File: src/rtl/seg_pkg.sv
// Shared types, segment constants and the digit-to-segment table for the
// binary-to-seven-segment front end.
package seg_pkg;

   typedef enum logic [1:0] {
      IDLE,
      SHIFT,
      ENCODE
   } state_t;

   localparam logic [6:0] SEG_BLANK = 7'h00;
   localparam logic [6:0] SEG_DASH  = 7'h40;
   localparam int unsigned MAX_DISP = 99;

   // Patterns are {g,f,e,d,c,b,a}, active-high. Non-decimal codes show a dash.
   function automatic logic [6:0] digit_to_seg(input logic [3:0] digit);
      logic [6:0] seg;
      case (digit)
         4'd0:    seg = 7'h3F;
         4'd1:    seg = 7'h06;
         4'd2:    seg = 7'h5B;
         4'd3:    seg = 7'h4F;
         4'd4:    seg = 7'h66;
         4'd5:    seg = 7'h6D;
         4'd6:    seg = 7'h7D;
         4'd7:    seg = 7'h07;
         4'd8:    seg = 7'h7F;
         4'd9:    seg = 7'h6F;
         default: seg = SEG_DASH;
      endcase
      return seg;
   endfunction

endpackage

File: src/rtl/seg_digit_decode.sv
// Combinational BCD digit to seven-segment pattern decoder.
module seg_digit_decode
   import seg_pkg::*;
(
   input  logic [3:0] digit,
   output logic [6:0] seg
);

   assign seg = digit_to_seg(digit);

endmodule

File: src/rtl/bin2seg_encoder.sv
// Binary to two-digit seven-segment encoder: accepts a value over valid/ready,
// converts it with a sequential double-dabble loop and registers both patterns.
module bin2seg_encoder
   import seg_pkg::*;
#(
   parameter int IN_W     = 7,
   parameter bit BLANK_LZ = 1'b1
)
(
   input  logic            clk,
   input  logic            rst,
   input  logic            in_valid,
   output logic            in_ready,
   input  logic [IN_W-1:0] in_value,
   output logic [13:0]     both7seg,
   output logic            out_valid,
   output logic            ovf
);

   localparam int CNT_W = $clog2(IN_W + 1);

   state_t            state_reg, state_next;
   logic [IN_W-1:0]   bin_reg, bin_next;
   logic [7:0]        bcd_reg, bcd_next;
   logic [CNT_W-1:0]  cnt_reg, cnt_next;
   logic              over_reg, over_next;
   logic [13:0]       seg_reg, seg_next;
   logic              ovf_reg, ovf_next;
   logic              out_valid_reg, out_valid_next;

   logic [7:0]        bcd_adj;
   logic [13:0]       dig_seg;
   logic [6:0]        tens_seg, units_seg;

   // Per-nibble add-3 correction and decode; index 1 is tens, 0 is units.
   genvar gi;
   generate
      for (gi = 0; gi < 2; gi++) begin : g_digit
         assign bcd_adj[gi*4 +: 4] = (bcd_reg[gi*4 +: 4] >= 4'd5) ?
                                     bcd_reg[gi*4 +: 4] + 4'd3 : bcd_reg[gi*4 +: 4];
         seg_digit_decode u_dec (
            .digit (bcd_reg[gi*4 +: 4]),
            .seg   (dig_seg[gi*7 +: 7])
         );
      end
   endgenerate

   always_comb begin
      tens_seg  = dig_seg[13:7];
      units_seg = dig_seg[6:0];
      if (over_reg) begin
         tens_seg  = SEG_DASH;
         units_seg = SEG_DASH;
      end else if (BLANK_LZ && bcd_reg[7:4] == 4'd0) begin
         tens_seg  = SEG_BLANK;
      end
   end

   always_comb begin
      state_next     = state_reg;
      bin_next       = bin_reg;
      bcd_next       = bcd_reg;
      cnt_next       = cnt_reg;
      over_next      = over_reg;
      seg_next       = seg_reg;
      ovf_next       = ovf_reg;
      out_valid_next = 1'b0;
      case (state_reg)
         IDLE: begin
            if (in_valid) begin
               bin_next   = in_value;
               bcd_next   = 8'd0;
               cnt_next   = CNT_W'(IN_W);
               over_next  = (32'(in_value) > MAX_DISP);
               state_next = SHIFT;
            end
         end
         SHIFT: begin
            // Bits shifted out of the top of bcd only occur when over is set.
            {bcd_next, bin_next} = {bcd_adj, bin_reg} << 1;
            cnt_next = cnt_reg - CNT_W'(1);
            if (cnt_reg == CNT_W'(1)) begin
               state_next = ENCODE;
            end
         end
         ENCODE: begin
            seg_next       = {tens_seg, units_seg};
            ovf_next       = over_reg;
            out_valid_next = 1'b1;
            state_next     = IDLE;
         end
         default: state_next = IDLE;
      endcase
   end

   always_ff @(posedge clk) begin
      if (rst) begin
         state_reg     <= IDLE;
         bin_reg       <= '0;
         bcd_reg       <= '0;
         cnt_reg       <= '0;
         over_reg      <= 1'b0;
         seg_reg       <= '0;
         ovf_reg       <= 1'b0;
         out_valid_reg <= 1'b0;
      end else begin
         state_reg     <= state_next;
         bin_reg       <= bin_next;
         bcd_reg       <= bcd_next;
         cnt_reg       <= cnt_next;
         over_reg      <= over_next;
         seg_reg       <= seg_next;
         ovf_reg       <= ovf_next;
         out_valid_reg <= out_valid_next;
      end
   end

   assign in_ready  = (state_reg == IDLE);
   assign both7seg  = seg_reg;
   assign ovf       = ovf_reg;
   assign out_valid = out_valid_reg;

endmodule

File: config.mk
export PLATFORM = sky130hd
export DESIGN_NAME = bin2seg_encoder
export DESIGN_NICKNAME = d
export VERILOG_FILES = /design/src/rtl/seg_pkg.sv /design/src/rtl/seg_digit_decode.sv /design/src/rtl/bin2seg_encoder.sv
export SDC_FILE = /design/constraint.sdc
export NUM_CORES = 1
export LEC_CHECK = 0
export ABC_AREA = 1
export BUFFER_PORTS_ARGS = -buffer_cell sky130_fd_sc_hd__buf_2
export CORE_MARGIN = 5
export CORE_UTILIZATION = 52
export CTS_CLUSTER_SIZE = 25
export DETAILED_ROUTE_END_ITERATION = 6
export PLACE_DENSITY = 0.71
export SLEW_MARGIN = 20
export SYNTH_ARGS = -nofsm -noshare
export SYNTH_HDL_FRONTEND = slang
export SYNTH_SLANG_ARGS = --single-unit
File: constraint.sdc
create_clock -name clk -period 1.8 [get_ports clk]
set_input_delay 0.18 -clock clk [delete_from_list [all_inputs] [get_ports clk]]
set_output_delay 0.18 -clock clk [all_outputs]
set_load 0.01 [all_outputs]
==> impl_metrics.json <==
{
  "netlist.area_leader.share": 0.408,
  "start_util": 0.533,
  "rows": 25,
  "fillerInstances": 404,
  "reg2regPathDepth": 14,
  "dieArea_sq_mm": 0.00629,
  "synth_top_area_cell": "dfxtp_1",
  "antenna_found_initial": 0,
  "yosysSeqAreaShare": 0.408,
  "synth_area_sq_mm": 0.00250,
  "finalSetupViolations": 4,
  "worstPathRequired_ns": 2.05,
  "clockBufferDepth": 2,
  "wl_met3_um": 138,
  "die_x_um": 79.3,
  "r2r_slack_ns": -0.05,
  "place_area_sq_mm": 0.00278,
  "n_antenna_cell": 0,
  "outcome": "finished, violations left",
  "final_cell_area_sq_mm": 0.00315,
  "fp.coreArea_sq_mm": 0.00469,
  "cts.sinks": 51,
  "tightest_slew_ns": 0.467,
  "gr-usage-all-layers": 0.180,
  "dr.pass1.iters": 4,
  "final_common_cell": "nand2_1",
  "postSynthAreaPerCell_sq_um": 7.89,
  "critPathCaptureType": "flop",
  "multi_input_area_sq_mm": 0.00141,
  "final_max_slew_viol_count": 0,
  "seqCellArea_sq_mm": 0.00103,
  "worstSetupStartpointType": "flop",
  "cts_tree": "done",
  "min_period_over_period": 1.03,
  "yosys_warnings": 0,
  "finalHoldViolations": 0,
  "synth_edf_count": 0,
  "fin_skew_ns": 0.00602,
  "fin_cells": 426,
  "numCtsBuffers": 5,
  "violations": "setup timing",
  "drt_wl_total_um": 5500,
  "drt_iter0_markers": 88,
  "synth_nets": 345,
  "cts_root_buf": "clkbuf_8",
  "hold_depth": 3,
  "drtAntennaViolNets": 0,
  "post-place-ws_ns": -0.0608,
  "numPortBuffers": 26,
  "r2r_start": "bcd_reg[5]",
  "via_per_inst": 5.05,
  "synth_cell_types": 34,
  "hpwl_um": 3720,
  "final_util": 0.672,
  "p_per_area_mw_per_mm2": 769,
  "hp-start": "in_value[0]",
  "r2r-end": "g_digit[1].u_dec.seg[5]",
  "wl_met2_um": 2890,
  "route.detailed.drc": 0,
  "ctsHtreeMaxLevel": 2,
  "hold_path_class": "in -> reg",
  "die_y_um": 79.3,
  "synth.ff_latch_count": 51,
  "dp_cells": 406,
  "vias": 2151,
  "slew_headroom": 0.685,
  "syn-instance-count": 317,
  "critPathMaxFanout": 4,
  "place.gp.congestion": 0.857,
  "p_leak_uw": 0.00154,
  "nets": 399,
  "layout_setup_ws_ns": -0.0454,
  "ir_drop_uv": 612,
  "finalHoldWorstSlack_ns": 0.112,
  "arrival_ns": 2.09,
  "worstSetupPathType": "reg -> reg",
  "grt_max_degree": 25,
  "min_period_ns": 1.85,
  "clock.fmax_mhz": 542,
  "synthFlopType": "dfxtp_1",
  "gr-total-overflow": 0,
  "drt-met1-wl_um": 2420,
  "min_to": "bin_reg[0]",
  "grt_setup_unrepaired": "true",
  "yosys-top-cells-area": "dfxtp_1 (41%), nand2_1 (13%), ha_1 (9.0%)",
  "areaGrowthSynthToFinish_pct": 26.2,
  "drive_above_1_share": 0.363,
  "final_cell_mix": "nand2_1 (77), dfxtp_1 (47), nand3_1 (27), buf_2 (26), buf_4 (24)",
  "highest_layer": "met4",
  "async_flop_share": 0,
  "wl_per_cell_um": 12.9,
  "path_clk_slew_ns": 0.09,
  "grt_pass1_vias": 2062,
  "ios": 27,
  "drv_cap": 0,
  "grt_pass1_wl_um": 9020,
  "clk-insertion-delay-late_ns": 0.30
}
-- worst max path at each step --
stage	from	endpoint	slack, ns
4_1_cts	bcd_reg[0]	g_digit[0].u_dec.seg[3]	0.006
6_report	bcd_reg[5]	g_digit[1].u_dec.seg[5]	-0.05
3_3_place_gp	bcd_reg[0]	g_digit[1].u_dec.seg[1]	0.02
2_1_floorplan	bcd_reg[1]	g_digit[1].u_dec.seg[1]	0.009
5_1_grt	bcd_reg[5]	g_digit[1].u_dec.seg[5]	-0.21
3_5_place_dp	bcd_reg[0]	g_digit[1].u_dec.seg[1]	-0.06
-- area by class of cell --
type                    instances  area share
well taps                      54      0.0214
flip-flops and latches         51       0.326
clock buffers                   6      0.0262
multi-input cells             215       0.448
clock inverters                 2      0.0123
inverters                      46      0.0603
repair buffers                 52       0.106
-- cells in the mapped netlist, drive strengths merged, types with 2 or more instances --
| library cell | number |
|---|---|
| nor2 | 13 |
| o21ai | 26 |
| a21oi | 8 |
| or2 | 2 |
| o22ai | 7 |
| dfxtp | 51 |
| nand3 | 32 |
| inv | 46 |
| nand2 | 99 |
| ha | 18 |
| buf | 5 |
| nand4 | 3 |
-- report_power, final --
group          switching [uW]  internal [uW]
Sequential               27.6           1190
Combinational             236            149
Clock                     369            457
Total                     633           1790
-- timing repair --
item | in CTS | in global routing
buffers inserted | 4 | 9
setup endpoints to repair | 8 | 13
hold endpoints to repair | 0 | 0
resized for setup | 9 | 38
pin swaps | 3 | 17
hold buffers | 0 | 0
-- worst max-delay path: stages, from the launching register on --
cell	delay (ns)
dfxtp_2	0.35
inv_2	0.06
ha_2	0.17
nand2_2	0.08
nand3_2	0.10
xor2_1	0.18
nand2_1	0.11
nand2_2	0.07
buf_4	0.15
ha_1	0.18
inv_1	0.05
nand3_1	0.10
nand2_1	0.09
nand2_1	0.05
nand2_1	0.05
-- per-stage QoR --
step	total power [uW]	setup TNS (ns)
after floorplan	1470	0
final	2430	-0.118
after global placement	1570	0
after global routing	2550	-1.14
after CTS	2410	0
after detailed placement	1580	-0.237
-- metal layers --
metal	vias up	GRT usage
li1	1121	-
met1	1002	0.206
met4	0	0.0567
met2	23	0.336
met3	5	0.0317
met5	-	0
-- kinds of logic (layout without fill, tap and decap cells) --
| group | count (synthesis) | count (layout) | synth area share |
|---|---|---|---|
| simple gates | 151 | 151 | 0.294 |
| xor+xnor | 1 | 1 | 0.00350 |
| buf+inv | 51 | 106 | 0.0881 |
| flops | 51 | 51 | 0.408 |
| fa+ha+maj | 18 | 18 | 0.0901 |
| compound gates | 45 | 45 | 0.116 |
No activity file was read; power rests on OpenSTA's default activity.
